==> src/rtl/router_pkg.sv <==
// Shared types and helpers for the 1xN packet router.
package router_pkg;

    typedef enum logic [1:0] {
        IDLE,
        PAYLOAD,
        PARITY,
        DROP
    } state_t;

    function automatic int clog2(input int value);
        int result;
        result = 0;
        for (int v = value - 1; v > 0; v = v >> 1) begin
            result++;
        end
        return result;
    endfunction

endpackage

==> src/rtl/router_fifo.sv <==
// Show-ahead channel FIFO with a synchronous flush that empties it in one edge.
module router_fifo
    import router_pkg::*;
#(
    parameter int DATA_W = 8,
    parameter int DEPTH  = 16
) (
    input  logic              clock,
    input  logic              resetn,
    input  logic              flush,
    input  logic              wr_en,
    input  logic              rd_en,
    input  logic [DATA_W-1:0] din,
    output logic [DATA_W-1:0] dout,
    output logic              empty,
    output logic              full
);

    localparam int PTR_W = clog2(DEPTH);

    logic [DATA_W-1:0] mem_q [DEPTH];
    logic [DATA_W-1:0] mem_d [DEPTH];
    logic [PTR_W-1:0]  wr_ptr_q, wr_ptr_d;
    logic [PTR_W-1:0]  rd_ptr_q, rd_ptr_d;
    logic [PTR_W:0]    count_q, count_d;
    logic              do_wr, do_rd;

    assign empty = (count_q == '0);
    assign full  = (count_q == (PTR_W+1)'(DEPTH));
    assign do_wr = wr_en && !full;
    assign do_rd = rd_en && !empty;
    assign dout  = empty ? '0 : mem_q[rd_ptr_q];

    // Flush wins over any write or read in the same cycle.
    always_comb begin
        mem_d    = mem_q;
        wr_ptr_d = wr_ptr_q;
        rd_ptr_d = rd_ptr_q;
        count_d  = count_q;
        if (flush) begin
            wr_ptr_d = '0;
            rd_ptr_d = '0;
            count_d  = '0;
        end else begin
            if (do_wr) begin
                mem_d[wr_ptr_q] = din;
                wr_ptr_d        = wr_ptr_q + 1'b1;
            end
            if (do_rd) begin
                rd_ptr_d = rd_ptr_q + 1'b1;
            end
            case ({do_wr, do_rd})
                2'b10:   count_d = count_q + 1'b1;
                2'b01:   count_d = count_q - 1'b1;
                default: count_d = count_q;
            endcase
        end
    end

    always_ff @(posedge clock or negedge resetn) begin
        if (!resetn) begin
            for (int i = 0; i < DEPTH; i++) begin
                mem_q[i] <= '0;
            end
            wr_ptr_q <= '0;
            rd_ptr_q <= '0;
            count_q  <= '0;
        end else begin
            mem_q    <= mem_d;
            wr_ptr_q <= wr_ptr_d;
            rd_ptr_q <= rd_ptr_d;
            count_q  <= count_d;
        end
    end

endmodule

==> src/rtl/router_1xn.sv <==
// Length-framed 1xN byte router: header/payload/parity framing, out-of-range drop,
// per-channel read-timeout flush and a saturating parity error counter.
module router_1xn
    import router_pkg::*;
#(
    parameter int DATA_W     = 8,
    parameter int NUM_CH     = 4,
    parameter int FIFO_DEPTH = 16,
    parameter int TIMEOUT    = 30
) (
    input  logic                     clock,
    input  logic                     resetn,
    input  logic [DATA_W-1:0]        data_in,
    input  logic                     pkt_valid,
    output logic                     busy,
    input  logic [NUM_CH-1:0]        read_enb,
    output logic [NUM_CH-1:0]        vld_out,
    output logic [NUM_CH*DATA_W-1:0] data_out,
    output logic                     err,
    output logic                     drop,
    output logic [15:0]              err_count
);

    localparam int ADDR_W = (clog2(NUM_CH) > 1) ? clog2(NUM_CH) : 1;
    localparam int LEN_W  = DATA_W - ADDR_W;
    localparam int TMO_W  = clog2(TIMEOUT + 1);

    state_t             state_q, state_d;
    logic [ADDR_W-1:0]  addr_q, addr_d;
    logic [LEN_W-1:0]   remain_q, remain_d;
    logic [DATA_W-1:0]  parity_q, parity_d;
    logic               err_q, err_d;
    logic               drop_q, drop_d;
    logic [15:0]        err_count_q, err_count_d;
    logic [TMO_W-1:0]   tmo_q [NUM_CH];
    logic [TMO_W-1:0]   tmo_d [NUM_CH];

    logic [ADDR_W-1:0]  hdr_addr, dest;
    logic [LEN_W-1:0]   hdr_len;
    logic               dest_ok, dest_full, dest_flush, accept, write_byte;
    logic [NUM_CH-1:0]  full, empty, flush, wr_en;
    logic [DATA_W-1:0]  fifo_dout [NUM_CH];

    assign hdr_addr = data_in[ADDR_W-1:0];
    assign hdr_len  = data_in[DATA_W-1:ADDR_W];

    // The destination is taken from the incoming header only while idle.
    always_comb begin
        dest       = (state_q == IDLE) ? hdr_addr : addr_q;
        dest_ok    = int'(dest) < NUM_CH;
        dest_full  = 1'b0;
        dest_flush = 1'b0;
        for (int i = 0; i < NUM_CH; i++) begin
            if (dest == ADDR_W'(i)) begin
                dest_full  = full[i];
                dest_flush = flush[i];
            end
        end
        busy   = pkt_valid && (state_q != DROP) && dest_ok && dest_full;
        accept = pkt_valid && !busy;
    end

    always_comb begin
        state_d     = state_q;
        addr_d      = addr_q;
        remain_d    = remain_q;
        parity_d    = parity_q;
        err_d       = 1'b0;
        drop_d      = 1'b0;
        err_count_d = err_count_q;
        write_byte  = 1'b0;
        case (state_q)
            IDLE: begin
                if (accept) begin
                    addr_d   = hdr_addr;
                    remain_d = hdr_len;
                    parity_d = data_in;
                    if (!dest_ok || dest_flush) begin
                        state_d = DROP;
                    end else begin
                        write_byte = 1'b1;
                        state_d    = (hdr_len == '0) ? PARITY : PAYLOAD;
                    end
                end
            end
            PAYLOAD: begin
                if (dest_flush) begin
                    state_d = DROP;
                    if (accept) begin
                        remain_d = remain_q - 1'b1;
                    end
                end else if (accept) begin
                    write_byte = 1'b1;
                    parity_d   = parity_q ^ data_in;
                    remain_d   = remain_q - 1'b1;
                    if (remain_q == LEN_W'(1)) begin
                        state_d = PARITY;
                    end
                end
            end
            PARITY: begin
                if (dest_flush) begin
                    if (accept) begin
                        drop_d  = 1'b1;
                        state_d = IDLE;
                    end else begin
                        state_d = DROP;
                    end
                end else if (accept) begin
                    write_byte = 1'b1;
                    state_d    = IDLE;
                    if (data_in != parity_q) begin
                        err_d = 1'b1;
                        if (err_count_q != 16'hFFFF) begin
                            err_count_d = err_count_q + 16'd1;
                        end
                    end
                end
            end
            DROP: begin
                if (accept) begin
                    if (remain_q == '0) begin
                        drop_d  = 1'b1;
                        state_d = IDLE;
                    end else begin
                        remain_d = remain_q - 1'b1;
                    end
                end
            end
            default: state_d = IDLE;
        endcase
    end

    // A channel left unread with data waiting for TIMEOUT cycles is flushed.
    always_comb begin
        for (int i = 0; i < NUM_CH; i++) begin
            flush[i] = (tmo_q[i] == TMO_W'(TIMEOUT));
            wr_en[i] = write_byte && (dest == ADDR_W'(i)) && !flush[i];
            if (flush[i]) begin
                tmo_d[i] = '0;
            end else if (vld_out[i] && !read_enb[i]) begin
                tmo_d[i] = tmo_q[i] + 1'b1;
            end else begin
                tmo_d[i] = '0;
            end
        end
    end

    always_ff @(posedge clock or negedge resetn) begin
        if (!resetn) begin
            state_q     <= IDLE;
            addr_q      <= '0;
            remain_q    <= '0;
            parity_q    <= '0;
            err_q       <= 1'b0;
            drop_q      <= 1'b0;
            err_count_q <= '0;
            for (int i = 0; i < NUM_CH; i++) begin
                tmo_q[i] <= '0;
            end
        end else begin
            state_q     <= state_d;
            addr_q      <= addr_d;
            remain_q    <= remain_d;
            parity_q    <= parity_d;
            err_q       <= err_d;
            drop_q      <= drop_d;
            err_count_q <= err_count_d;
            tmo_q       <= tmo_d;
        end
    end

    for (genvar g = 0; g < NUM_CH; g++) begin : g_ch
        router_fifo #(
            .DATA_W (DATA_W),
            .DEPTH  (FIFO_DEPTH)
        ) u_fifo (
            .clock  (clock),
            .resetn (resetn),
            .flush  (flush[g]),
            .wr_en  (wr_en[g]),
            .rd_en  (read_enb[g]),
            .din    (data_in),
            .dout   (fifo_dout[g]),
            .empty  (empty[g]),
            .full   (full[g])
        );
        assign data_out[g*DATA_W +: DATA_W] = fifo_dout[g];
        assign vld_out[g] = !empty[g];
    end

    assign err       = err_q;
    assign drop      = drop_q;
    assign err_count = err_count_q;

endmodule

==> config.mk <==
export PLATFORM = sky130hd
export DESIGN_NAME = router_1xn
export DESIGN_NICKNAME = d
export VERILOG_FILES = /design/src/rtl/router_pkg.sv /design/src/rtl/router_fifo.sv /design/src/rtl/router_1xn.sv
export SDC_FILE = /design/constraint.sdc
export NUM_CORES = 1
export LEC_CHECK = 0
export CAP_MARGIN = 20
export CORE_MARGIN = 3
export CORE_UTILIZATION = 62
export CTS_BUF_LIST = sky130_fd_sc_hd__clkbuf_4 sky130_fd_sc_hd__clkbuf_8 sky130_fd_sc_hd__clkbuf_16
export DETAILED_ROUTE_END_ITERATION = 8
export GPL_ROUTABILITY_DRIVEN = 0
export MAX_ROUTING_LAYER = met4
export PLACE_DENSITY_LB_ADDON = 0.3
export REMOVE_ABC_BUFFERS = 1
export SETUP_SLACK_MARGIN = 0.2
export SLEW_MARGIN = 20
export SYNTH_ARGS = -nofsm -noshare
export SYNTH_HDL_FRONTEND = slang
export SYNTH_SLANG_ARGS = --single-unit
==> constraint.sdc <==
create_clock -name clock -period 4.8 [get_ports clock]
set_input_delay 0.96 -clock clock [delete_from_list [all_inputs] [get_ports clock]]
set_output_delay 0.96 -clock clock [all_outputs]
set_load 0.005 [all_outputs]
==> results of run 1 <==
synthesized netlist by cell type, types with 3 or more instances:
cell	instances
sky130_fd_sc_hd__mux2_1	12
sky130_fd_sc_hd__mux2_2	499
sky130_fd_sc_hd__a21boi_0	4
sky130_fd_sc_hd__clkbuf_1	122
sky130_fd_sc_hd__buf_6	3
sky130_fd_sc_hd__o21a_1	4
sky130_fd_sc_hd__or3_1	14
sky130_fd_sc_hd__nand3_1	37
sky130_fd_sc_hd__a31oi_1	3
sky130_fd_sc_hd__xor2_1	38
sky130_fd_sc_hd__nand2_2	7
sky130_fd_sc_hd__buf_2	8
sky130_fd_sc_hd__inv_1	25
sky130_fd_sc_hd__o21bai_1	3
sky130_fd_sc_hd__nor2b_1	45
sky130_fd_sc_hd__buf_4	4
sky130_fd_sc_hd__nand2_1	44
sky130_fd_sc_hd__o22a_1	4
sky130_fd_sc_hd__o211ai_1	4
sky130_fd_sc_hd__nor3b_2	4
sky130_fd_sc_hd__mux2i_1	13
sky130_fd_sc_hd__and4_1	5
sky130_fd_sc_hd__o21ai_0	25
sky130_fd_sc_hd__mux4_2	163
sky130_fd_sc_hd__dfrtp_1	620
sky130_fd_sc_hd__nor3_1	3
sky130_fd_sc_hd__and2_1	3
sky130_fd_sc_hd__and3_1	8
sky130_fd_sc_hd__a311oi_1	8
sky130_fd_sc_hd__nand3_2	12
sky130_fd_sc_hd__a22oi_1	6
sky130_fd_sc_hd__buf_1	22
sky130_fd_sc_hd__nand4_1	36
sky130_fd_sc_hd__nor2_1	77
sky130_fd_sc_hd__nor4_1	3
sky130_fd_sc_hd__mux2_4	9
sky130_fd_sc_hd__nand2b_1	5
sky130_fd_sc_hd__ha_1	52
sky130_fd_sc_hd__a21oi_1	43
sky130_fd_sc_hd__o31ai_1	7
sky130_fd_sc_hd__xnor2_1	36
metal layers:
layer | track usage [%] | share of wire, % | vias to the layer above | routed length [microns]
li1 | - | - | 7683 | -
met4 | 8.733 | 2.6 | 0 | 1660
met1 | 37.88 | 44 | 9382 | 28570
met3 | 4.550 | 5.0 | 126 | 3245
met2 | 42.29 | 48 | 425 | 31180
met5 | - | 0 | - | 0
stage by stage:
stage	area, sq um	total power (uW)	utilization (%)	setup WS (ns)
5_1_grt	33390	21010	70.96	0.4108
3_5_place_dp	31110	14710	66.12	0.5800
4_1_cts	33390	20040	70.96	0.4625
2_1_floorplan	29250	12520	-	0.4422
3_3_place_gp	31110	14320	66.12	0.6449
6_report	33390	19910	70.96	0.5579
power by group through the flow:
stage | Clock [uW] | Combinational, uW | Sequential, uW
final | 5270 | 6470 | 8180
after global placement | 0 | 6220 | 8100
after global routing | 5570 | 7020 | 8420
after floorplan | 0 | 4400 | 8120
after CTS | 5360 | 6510 | 8170
after detailed placement | 0 | 6460 | 8240
cell type report:
class | instances | area (sq um)
sequential | 620 | 15520
fill | 3034 | 13660
multi-input combinational | 1269 | 13650
clock buffer | 103 | 2152
timing repair buffer | 112 | 1079
tap | 607 | 759.5
clock inverter | 10 | 125.1
inverter | 27 | 101.3
flip-flops by register name, indices dropped and copies added, names as in the netlist:
register              count
addr_q                    2
drop                      1
err                       1
err_count                16
g_ch.u_fifo.count_q      20
g_ch.u_fifo.mem_q       512
g_ch.u_fifo.rd_ptr_q     16
g_ch.u_fifo.wr_ptr_q     16
parity_q                  8
remain_q                  6
state_q                   2
tmo_q                    20
critical path, delay by kind of cell (launching register included):
kind | cells | cell delay [ns]
multiplexers | 2 | 1.06
flip-flops | 1 | 0.73
buffers and inverters | 2 | 0.73
AND/OR/NAND/NOR | 1 | 0.16
logic make-up (layout without fill, tap and decap cells):
group                    count (synthesis)  after routing  share of synthesized area (%)
XOR/XNOR                                74             74                          2.168
buffers and inverters                  186            252                          2.494
adder cells (fa/ha/maj)                 52             52                          2.176
AO/OA/AOI/OAI                          128            128                          2.833
AND/OR/NAND/NOR                        318            318                          5.976
flip-flops                             620            620                          51.89
multiplexers                           697            697                          32.46
placed cells by master, fill, tap and decap left out, types with 38 or more instances in the layout:
cell and n:
sky130_fd_sc_hd__a21oi_1 43, sky130_fd_sc_hd__clkbuf_16 73, sky130_fd_sc_hd__clkdlybuf4s50_1 60, sky130_fd_sc_hd__dfrtp_1 616
sky130_fd_sc_hd__ha_1 52, sky130_fd_sc_hd__mux2_2 499, sky130_fd_sc_hd__mux4_2 163, sky130_fd_sc_hd__nand2_1 44
sky130_fd_sc_hd__nor2_1 77, sky130_fd_sc_hd__nor2b_1 45, sky130_fd_sc_hd__xor2_1 38
path summary, 6_finish.rpt:
kind,to,slack [ns],cells past startpoint
worst min register to register,tmo_q[5],0.49,1
worst min-delay path,g_ch[0].u_fifo.mem_q[106],0.36,1
max in group asynchronous,g_ch[2].u_fifo.mem_q[105],3.28,2
min in group clock,tmo_q[5],0.49,1
worst max-delay path,data_out[1],0.56,5
worst max register to register,g_ch[2].u_fifo.count_q[4],0.95,15
==> impl_summary.md, run 1 <==
Run status
The flow ran to the end, and the final reports show no timing, DRC or antenna violations.

Timing
The number of pins with negative max-slew slack in the final report was 0. For the pin with the worst max-slew slack, the measured transition is 0.8315 ns. Setup violations remaining at the end of the flow were counted as 0.

The number of hold violations in the final report came to 0. After routing, the total negative slack on setup checks comes to 0 ns. Setup repair after global routing left no endpoint under its margin. The worst-case clock skew is 0.01305 ns. The final hold slack is 0.3565 ns. Derived from the worst setup path, the maximum achievable clock frequency is 235.7 MHz. Dividing the final minimum period by the clock period gives 88.38%. The minimum period implied by the final worst setup slack is about 4.2 ns. The relative max-transition margin is between 40% and 50%.

Place
Port buffering added slightly below 70 buffers. Detailed placement ended at an HPWL of 41010 microns. Once placement completed, the tool counted placed cells totaling 2635.

Route
The count of nets left with antenna violations once routing finished came out at 0. The detailed router finished its first iteration with 1163 violations. The total detailed-routing wirelength is 64660 microns. After detailed routing, the average wire length per cell comes to 23.53 microns. The number of remaining DRC errors is 0.

The via-per-instance ratio is 6.410. The vias after detailed routing is 17616. The first detailed-routing pass took 5 iterations.

Power and ir drop
The portion of total power attributed to the clock network is 26.5%. In this run the power density over the cells is 596.4 nW/um^2. The switching portion of total power is about 30%. The internal portion of the total power is 13800 uW. The share of total power dissipated in sequential elements is 41.1%. The peak supply drop is slightly below 0.3 mV. In this run the power spent charging and discharging nets is 6116 uW.

The fraction of power consumed by combinational cells is 32.5%. The static leakage power is between 0.015 and 0.02 uW.

Clock network
Post-CTS repair changed the size of 0 cells. In this run, CTS created clock tree buffers numbering 66. The clock slew seen by the registers of the worst setup and hold paths is approximately 0.06 ns. TritonCTS built the clock tree.

After clock tree synthesis, the setup repair step added 0 buffers. For this design, the CTS-stage hold fixing added 0 buffers. The worst-skew pair later-pin latency is approximately 0.59 ns. The library cell used as clock root buffer is sky130_fd_sc_hd__clkbuf_16. The clock drives 620 sinks. The H-tree was split into 3 levels. The buffer levels on the longest clock path is 3.

Global route
The number of antenna violations at the first check in global routing was 0. The first global-routing pass estimated roughly 100000 microns of wire. The via count of the first global-routing pass is 18764. The combined global-route utilization of all metal layers is 27.36%. The residual overflow from global routing is 0.

The largest net degree at the start of global routing is 132.

Worst setup path
The reg-to-reg critical path startpoint is state_q[0]. The worst setup path is of the register to output pin kind. The critical path starts at g_ch[0].u_fifo.rd_ptr_q[0]. The signal on the critical path passes through buf_12, mux4_2, mux4_2, nor2b_1, clkdlybuf4s50_1.

Of all nets on the critical path, the largest fanout is 20. The startpoint type of the worst setup path is a register. The data required time of the worst path is 3.84 ns. The critical path's most frequent cell is sky130_fd_sc_hd__mux4_2. The kind of end point of the critical path is an output pin. Data on the critical path arrives at its endpoint at roughly 3.3 ns. The slowest stage of the critical path belongs to the cell sky130_fd_sc_hd__dfrtp_2. The peak per-stage delay on the critical path is 0.73 ns.

Logic synthesis
The number of enable flip-flop cells after synthesis is 0. In the post-synthesis netlist, the biggest area contributors are sky130_fd_sc_hd__dfrtp_1 52%, sky130_fd_sc_hd__mux2_2 19%, sky130_fd_sc_hd__mux4_2 12%. The top cell type by area accounts for 51.89% of the synthesized area. After synthesis the cells add up to 29900 sq um. The sequential cell area fraction in the yosys report is about half. The leading register cell type out of synthesis is sky130_fd_sc_hd__dfrtp_1.

The async set-or-reset flop fraction in the synthesized netlist is 100.0%. The register bit count reported by yosys is 620. In the synthesized netlist, the number of instances is 2075. The average cell area after synthesis is around 14 sq um.

The Yosys step of the flow raised 0 warnings. The largest area contributor in the synthesized netlist is sky130_fd_sc_hd__dfrtp_1. The number of different library cells used by synthesis comes to 67.

Final layout
The share of post-route cells with drive strength above 1 is 41.10%. The non-filler instance count after layout is between 2000 and 3000. The final layout contains around 2200 nets. 0 antenna diodes ended up in the layout. Compared with the post-synthesis result, the final layout area differs by 11.67%.

Die
The floorplan step defined a die boundary enclosing 50890 sq um. The die is about 230 microns tall. The cell row count is 79. The area of the placeable core is 47050 sq um. The initial core utilization is 63.54%. The number of ports placed on the die boundary is 70. The floorplan die width is 225.6 microns.

Worst hold path
The min-delay analysis places its worst path in the category input port to async pin.

Job
The tool flagged a number of max-cap violations equal to 0.
Note: power is estimated with default switching activity, not from simulation.
==> run 2: changes to the inputs <==
CORE_UTILIZATION = 60   (was 62)
CTS_CLUSTER_SIZE = 8   (was not set)
SLEW_MARGIN = 40   (was 20)
==> impl_summary.md, run 2 (synthesis gave the netlist of run 1 again) <==
Global route
The via count of the first global-routing pass is 18962 (was 18764). The global routing met2 resource utilization is 42.64% (was 42.29%). The number of antenna violations at the first check in global routing is 2 (was 0). The global routing met1 resource utilization is 37.29% (was 37.88%). The most crowded layer after global routing is met2 (unchanged).

The met3 usage is 3.657% (was 4.550%). The global-route wire length before repair is 107800 microns (was 104700 microns). The largest net degree at the start of global routing is 119 (was 132).

The combined global-route utilization of all metal layers was 26.87% (was 27.36%). The residual overflow from global routing is 0 (unchanged).

Die
The area of the placeable core came to 49050 sq um (was 47050 sq um). The die footprint is 52540 sq um (was 50890 sq um). The floorplan die width is 229.2 microns (was 225.6 microns). The number of ports placed on the die boundary came to 70 (unchanged). The initial core utilization is 60.95% (was 63.54%).

The cell row count came to 81 (was 79). The vertical die dimension is 229.2 microns (was 225.6 microns).

Final layout
The largest register by flop count is g_ch.u_fifo.mem_q (unchanged). The count of fill cells added during filler insertion is 3377 (was 3034). The non-filler instance count after layout is 2789 (was 2748). The share of post-route cells with drive strength above 1 is 40.68% (was 41.10%). The number of nets at the end of the flow is 2180 (was 2163). The flip-flop count of the largest register after layout is 512 (unchanged). The synthesis-to-layout area growth is 12.02% (was 11.67%). Registers with the highest flip-flop counts: g_ch.u_fifo.mem_q: 512 flops, g_ch.u_fifo.count_q: 20 flops, tmo_q: 20 flops (unchanged).

Commonest cells after routing, fill and taps aside: 616 x sky130_fd_sc_hd__dfrtp_1, 499 x sky130_fd_sc_hd__mux2_2, 163 x sky130_fd_sc_hd__mux4_2, 91 x sky130_fd_sc_hd__clkbuf_16, 77 x sky130_fd_sc_hd__nor2_1 (was 616 x sky130_fd_sc_hd__dfrtp_1, 499 x sky130_fd_sc_hd__mux2_2, 163 x sky130_fd_sc_hd__mux4_2, 77 x sky130_fd_sc_hd__nor2_1, 73 x sky130_fd_sc_hd__clkbuf_16). The commonest non-fill, non-tap cell in the layout is sky130_fd_sc_hd__dfrtp_1 (unchanged). The cell area after layout came to 33490 sq um (was 33390 sq um).

Timing
The slew at the pin with the worst max-slew slack is 0.8592 ns (was 0.8315 ns). RSZ-0062 raised after global routing: no (unchanged). The setup-violating endpoint count in the final report was 0 (unchanged). The number of pins with negative max-slew slack in the final report is 0 (unchanged). The relative max-transition margin is 42.72% (was 44.57%).

The final setup TNS is 0 ns (unchanged). The minimum period implied by the final worst setup slack was 4.360 ns (was 4.242 ns). The number of hold violations in the final report is 0 (unchanged).

The top achievable clock speed is 229.3 MHz (was 235.7 MHz). The worst-case clock skew was 0.01851 ns (was 0.01305 ns). The share of the clock period used by the worst path was 90.84% (was 88.38%). The final hold slack is 0.3374 ns (was 0.3565 ns).

Route
The vias after detailed routing was 17635 (was 17616). The number of routed nets with antenna violations is 0 (unchanged). The total iterations of the first detailed-routing run was 5 (unchanged). The total detailed-routing wirelength came to 65940 microns (was 64660 microns). The average wire length per cell after detail routing is 23.64 microns (was 23.53 microns). The via-per-instance ratio is 6.323 (was 6.410). The number of remaining DRC errors came to 0 (unchanged). The number of DRC markers in iteration 0 is 1136 (was 1163).

Clock network
The depth of the CTS H-tree came to 3 (unchanged). The number of gates given a new drive strength after cts is 0 (unchanged). The buffer levels on the longest clock path came to 3 (unchanged). The number of clock sinks was 620 (unchanged). The post-CTS setup buffer count came to 0 (unchanged). The worst-skew pair later-pin latency is 0.62 ns (was 0.59 ns).

The clock slew seen by the registers of the worst setup and hold paths is 0.05 ns (was 0.06 ns). The number of buffers created by CTS is 87 (was 66). The CTS tree is done (unchanged).

The library cell used as clock root buffer is sky130_fd_sc_hd__clkbuf_16 (unchanged). The number of hold buffers added after CTS came to 0 (unchanged).

Run status
Outcome: finished, final reports clean (unchanged).

Worst setup path
The kind of end point of the critical path is an output pin (unchanged). The type of the worst setup path was register to output pin (unchanged). The peak per-stage delay on the critical path is 0.59 ns (was 0.73 ns). The maximum fanout along the worst path is 14 (was 20). The reg-to-reg critical path startpoint is state_q[1] (was state_q[0]). The critical register-to-register path endpoint is g_ch[2].u_fifo.count_q[4] (unchanged). The minimum setup slack among reg-to-reg paths is 0.57 ns (was 0.95 ns). The worst-path cell with the longest stage delay is sky130_fd_sc_hd__clkdlybuf4s50_1 (was sky130_fd_sc_hd__dfrtp_2). The kind of cell with the highest combined delay on the critical path is buffers and inverters (was multiplexers). The number of cells on the worst reg-to-reg path is 15 (unchanged). The data required time of the worst path is 3.84 ns (about the same). The startpoint type of the worst setup path is a register (unchanged). The arrival time reported for the critical path endpoint is 3.40 ns (was 3.28 ns). Ordered list of cells on the worst path: inv_1, ha_1, mux2i_2, nand4_1, o31a_1, a21oi_1, clkdlybuf4s50_1 (was buf_12, mux4_2, mux4_2, nor2b_1, clkdlybuf4s50_1). The buffer and inverter count on the worst path is 2 (unchanged).

Place
The cell total after placement is 2688 (was 2635). The post-detailed-placement half-perimeter wirelength is 40680 microns (was 41010 microns). The placement-stage cell area is 31140 sq um (was 31110 sq um). The total of buffers placed on input and output ports is 69 (unchanged).

Power and ir drop
The total power per unit cell area is 599.7 nW/um^2 (was 596.4 nW/um^2). The static leakage power is 0.01561 uW (was 0.01562 uW). The overall power after layout is 20090 uW (was 19910 uW). The peak supply drop is 0.4106 mV (was 0.2979 mV).

Worst hold path
The worst hold path class is input port to async pin (unchanged).

Job
The count of maximum capacitance violations is 0 (unchanged).
==> run 2: cell count changes in the layout (fill, tap and decap cells not counted) <==
cell	change
sky130_fd_sc_hd__inv_6	+3
sky130_fd_sc_hd__buf_12	-1
sky130_fd_sc_hd__a31oi_1	-1
sky130_fd_sc_hd__clkinv_2	-6
sky130_fd_sc_hd__bufinv_16	-3
sky130_fd_sc_hd__clkbuf_8	-16
sky130_fd_sc_hd__a31oi_2	+1
sky130_fd_sc_hd__buf_4	-3
sky130_fd_sc_hd__diode_2	+1
sky130_fd_sc_hd__clkbuf_16	+18
sky130_fd_sc_hd__clkbuf_4	-9
==> run 2: worst max-delay path by stage <==
| stage | depth (start not counted) | endpoint | startpoint | slack, ns |
|---|---|---|---|---|
| finish | 7 | busy | state_q[1] | 0.44 |
| global route | 7 | busy | state_q[1] | 0.22 |
| CTS | 5 | data_out[11] | g_ch[1].u_fifo.rd_ptr_q[0] | 0.39 |
| detailed placement | 14 | g_ch[0].u_fifo.count_q[4] | pkt_valid | 0.57 |
| global placement | 14 | g_ch[0].u_fifo.count_q[4] | pkt_valid | 0.66 |
| floorplan | 13 | g_ch[1].u_fifo.count_q[4] | pkt_valid | 0.44 |
==> run 2: per-layer routing <==
layer  share of wire (%)  wire [microns]
met3                 4.5            2987
met2                  49           32500
met5                   0               0
met1                  44           29280
met4                 1.8            1173
==> run 2: worst reg2reg max path: cells and delay by family, from the launching register on <==
kind	cells	cell delay, ns
xor+xnor	2	0.29
mux	1	0.47
compound gates	5	0.95
buf+inv	2	0.26
flops	1	0.41
fa+ha+maj	3	1.07
simple gates	2	0.70
==> run 2: per-stage QoR <==
step,util (%),setup slack (ns)
2_1_floorplan,-,0.4422
6_report,68.28,0.4398
5_1_grt,68.27,0.2173
3_5_place_dp,63.49,0.5652
4_1_cts,68.27,0.3871
3_3_place_gp,63.48,0.6612
==> run 2: final cells by class <==
cell class,count,area (sq um),share of cell area (%)
Multi-Input combinational cell,1269,13660,40.77
Timing Repair Buffer,108,1036,3.093
Tap cell,664,830.8,2.481
Clock inverter,4,31.28,0.09340
Inverter,27,101.3,0.3026
Sequential cell,620,15520,46.34
Clock buffer,96,2315,6.911
Antenna cell,1,2.502,0.007472
==> run 2: where the power goes <==
part           switching [uW]  internal [uW]  leakage, uW  total (uW)
clock network            2100           3340      0.00116        5440
logic                    2750           3690      0.00613        6440
registers                1350           6860      0.00832        8200
total                    6200          13900       0.0156       20100
==> run 3: changes to the inputs <==
CORE_UTILIZATION = 56   (was 60)
CTS_CLUSTER_SIZE = not set   (was 8)
clock period = 3.59 ns   (was 4.8 ns; I/O delays follow)
==> impl_summary.md, run 3 (synthesis gave the netlist of run 1 again) <==
Route
The number of DRC markers in iteration 0 came to 1266 (was 1136). The number of routed nets with antenna violations is 0 (unchanged). The total detailed-routing wirelength was 70580 microns (was 65940 microns). The number of remaining DRC errors was 0 (unchanged). The vias after detailed routing is 18188 (was 17635). The average wire length per cell after detail routing is 23.88 microns (was 23.64 microns). The total iterations of the first detailed-routing run is 6 (was 5). The via-per-instance ratio is 6.153 (was 6.323).

Timing
The slew at the pin with the worst max-slew slack was 0.8303 ns (was 0.8592 ns). The final critical-path setup slack was 0.07983 ns (was 0.4398 ns). The worst-case clock skew is 0.02118 ns (was 0.01851 ns). The share of the clock period used by the worst path is 97.78%. The number of hold violations in the final report is 0 (unchanged). Based on the critical path, the design can be clocked at up to ~280 MHz.

The number of pins with negative max-slew slack in the final report came to 0 (unchanged). The setup-violating endpoint count in the final report is 0 (unchanged). The final setup TNS was 0 ns (unchanged).

RSZ-0062 raised after global routing: yes (was no). The final hold slack is 0.04119 ns (was 0.3374 ns). The relative max-transition margin is 44.64% (was 42.72%). The minimum period implied by the final worst setup slack is 3.510 ns.

Run status
Outcome: finished, final reports clean (unchanged).

Final layout
The flip-flop count of the largest register after layout is 512 (unchanged). The share of post-route cells with drive strength above 1 is 47.82% (was 40.68%). Commonest cells after routing, fill and taps aside: 616 x sky130_fd_sc_hd__dfrtp_1, 498 x sky130_fd_sc_hd__mux2_2, 163 x sky130_fd_sc_hd__mux4_2, 92 x sky130_fd_sc_hd__buf_4, 76 x sky130_fd_sc_hd__nor2_1 (was 616 x sky130_fd_sc_hd__dfrtp_1, 499 x sky130_fd_sc_hd__mux2_2, 163 x sky130_fd_sc_hd__mux4_2, 91 x sky130_fd_sc_hd__clkbuf_16, 77 x sky130_fd_sc_hd__nor2_1).

The number of nets at the end of the flow is 2285 (was 2180). Registers with the highest flip-flop counts: g_ch.u_fifo.mem_q: 512 flops, g_ch.u_fifo.count_q: 20 flops, tmo_q: 20 flops (unchanged). The synthesis-to-layout area growth is 17.68% (was 12.02%). The commonest non-fill, non-tap cell in the layout is sky130_fd_sc_hd__dfrtp_1 (unchanged). The non-filler instance count after layout came to 2956 (was 2789). The core utilization of the finished layout is 66.82% (was 68.28%). The largest register by flop count is g_ch.u_fifo.mem_q (unchanged).

The register area came to 15520 sq um (about the same). The count of fill cells added during filler insertion is 3540 (was 3377). The combined area of the multi-input logic cells is 13960 sq um (was 13660 sq um).

Power and ir drop
The peak supply drop is 0.4061 mV (was 0.4106 mV). The switching portion of total power is 31.20% (was 30.85%). The static leakage power is 0.01652 uW (was 0.01561 uW). The total power per unit cell area is 813.2 nW/um^2 (was 599.7 nW/um^2). The fraction of power consumed by combinational cells is 37.1% (was 32.1%). The portion of total power attributed to the clock network is 24.8% (was 27.1%). The cell-internal power is 19690 uW (was 13890 uW).

The portion of total power attributed to sequential cells is 38.1% (was 40.8%). The reported net switching power was 8926 uW (was 6196 uW).

Global route
The largest net degree at the start of global routing is 94 (was 119). The residual overflow from global routing is 0 (unchanged). The combined global-route utilization of all metal layers is 26.26% (was 26.87%). The number of antenna violations at the first check in global routing is 5 (was 2). The via count of the first global-routing pass is 19222 (was 18962). The global-route wire length before repair is 112100 microns (was 107800 microns).

Die
The cell row count is 84 (was 81). The number of ports placed on the die boundary is 70 (unchanged). The die footprint was 56200 sq um (was 52540 sq um). The floorplan die width came to 237.1 microns (was 229.2 microns). The area of the placeable core is 52660 sq um (was 49050 sq um). The vertical die dimension is 237.1 microns (was 229.2 microns). The initial core utilization is 56.78% (was 60.95%).

Clock network
The number of buffers created by CTS is 66 (was 87). The clock slew seen by the registers of the worst setup and hold paths is 0.06 ns (was 0.05 ns). The library cell used as clock root buffer was sky130_fd_sc_hd__clkbuf_16 (unchanged).

The depth of the CTS H-tree is 3 (unchanged). The CTS tree was done (unchanged). The buffer levels on the longest clock path is 3 (unchanged). The worst-skew pair later-pin latency is 0.59 ns (was 0.62 ns). The number of clock sinks is 620 (unchanged).

Worst setup path
The kind of end point of the critical path is an output pin (unchanged). The maximum fanout along the worst path is 5 (was 14). The startpoint type of the worst setup path is a register (unchanged).

The data required time of the worst path is 2.87 ns (was 3.84 ns). The type of the worst setup path is register to output pin (unchanged). The arrival time reported for the critical path endpoint is 2.79 ns (was 3.40 ns).

Worst hold path
The worst hold path class is input port to async pin (unchanged).

Place
The cell total after placement is 2761 (was 2688). The setup slack at placement came to -0.1914 ns (was 0.5652 ns). The post-detailed-placement half-perimeter wirelength is 42360 microns (was 40680 microns). The total of buffers placed on input and output ports is 69 (unchanged).

Job
The count of maximum capacitance violations is 0 (unchanged).
==> run 3: cell count changes in the layout (fill, tap and decap cells not counted), sizes merged <==
cell,change
inv,-2
bufinv,+4
clkinv,+11
clkdlybuf4s50,-33
buf,+148
dlygate4sd2,+1
clkinvlp,+2
clkbuf,+12
==> run 3: final timing paths <==
kind	from	endpoint	slack, ns	cells past startpoint
hold reg to reg	tmo_q[15]	tmo_q[15]	0.49	1
hold / removal	resetn	g_ch[3].u_fifo.mem_q[111]	0.04	1
max in group asynchronous	resetn	g_ch[2].u_fifo.mem_q[9]	2.52	3
setup / recovery	g_ch[3].u_fifo.rd_ptr_q[0]	data_out[30]	0.08	8
setup reg to reg	state_q[1]	g_ch[3].u_fifo.count_q[4]	0.29	17
min in group clock	tmo_q[15]	tmo_q[15]	0.49	1
==> run 3: stage by stage <==
stage | area (sq um) | power [uW]
floorplan | 29250 | 16740
global placement | 31660 | 19510
detailed placement | 31660 | 19980
CTS | 34820 | 28240
global route | 35180 | 30090
finish | 35180 | 28610
==> run 3: repair_timing <==
item | CTS | global route
gates resized for setup | 175 | 67
buffers inserted | 51 | 14
hold buffers | 0 | 0
setup endpoints to repair | 38 | 39
pin swaps | 2 | 7
cloned | 10 | 1
==> run 3: layout make-up <==
| type | count | share of cell area, % |
|---|---|---|
| Clock buffer | 98 | 5.928 |
| Multi-Input combinational cell | 1269 | 39.68 |
| Timing Repair Buffer | 234 | 6.953 |
| Antenna cell | 1 | 0.007113 |
| Sequential cell | 620 | 44.12 |
| Clock inverter | 19 | 0.5797 |
| Inverter | 27 | 0.2881 |
| Tap cell | 688 | 2.447 |
==> run 3: routing by layer <==
| metal | global-route usage, % | share of wire (%) |
|---|---|---|
| met3 | 3.238 | 4.5 |
| met4 | 7.898 | 2.4 |
| met1 | 36.28 | 44 |
| met2 | 41.46 | 49 |
| met5 | - | 0 |
==> run 3: worst max-delay path, stage by stage, from the launching register on <==
cell and delay (ns):
sky130_fd_sc_hd__dfrtp_2 0.45, sky130_fd_sc_hd__buf_6 0.15, sky130_fd_sc_hd__buf_16 0.13, sky130_fd_sc_hd__buf_8 0.12, sky130_fd_sc_hd__buf_6 0.11, sky130_fd_sc_hd__mux4_2 0.43
sky130_fd_sc_hd__mux4_2 0.53, sky130_fd_sc_hd__nor2b_4 0.15, sky130_fd_sc_hd__buf_2 0.12
==> run 3: power groups by stage <==
| stage | registers, uW | clock network, uW | logic (uW) |
|---|---|---|---|
| 2_1_floorplan | 10900 | 0 | 5890 |
| 3_3_place_gp | 10800 | 0 | 8750 |
| 3_5_place_dp | 11000 | 0 | 9030 |
| 4_1_cts | 10800 | 7210 | 10200 |
| 5_1_grt | 11200 | 7510 | 11400 |
| 6_report | 10900 | 7100 | 10600 |
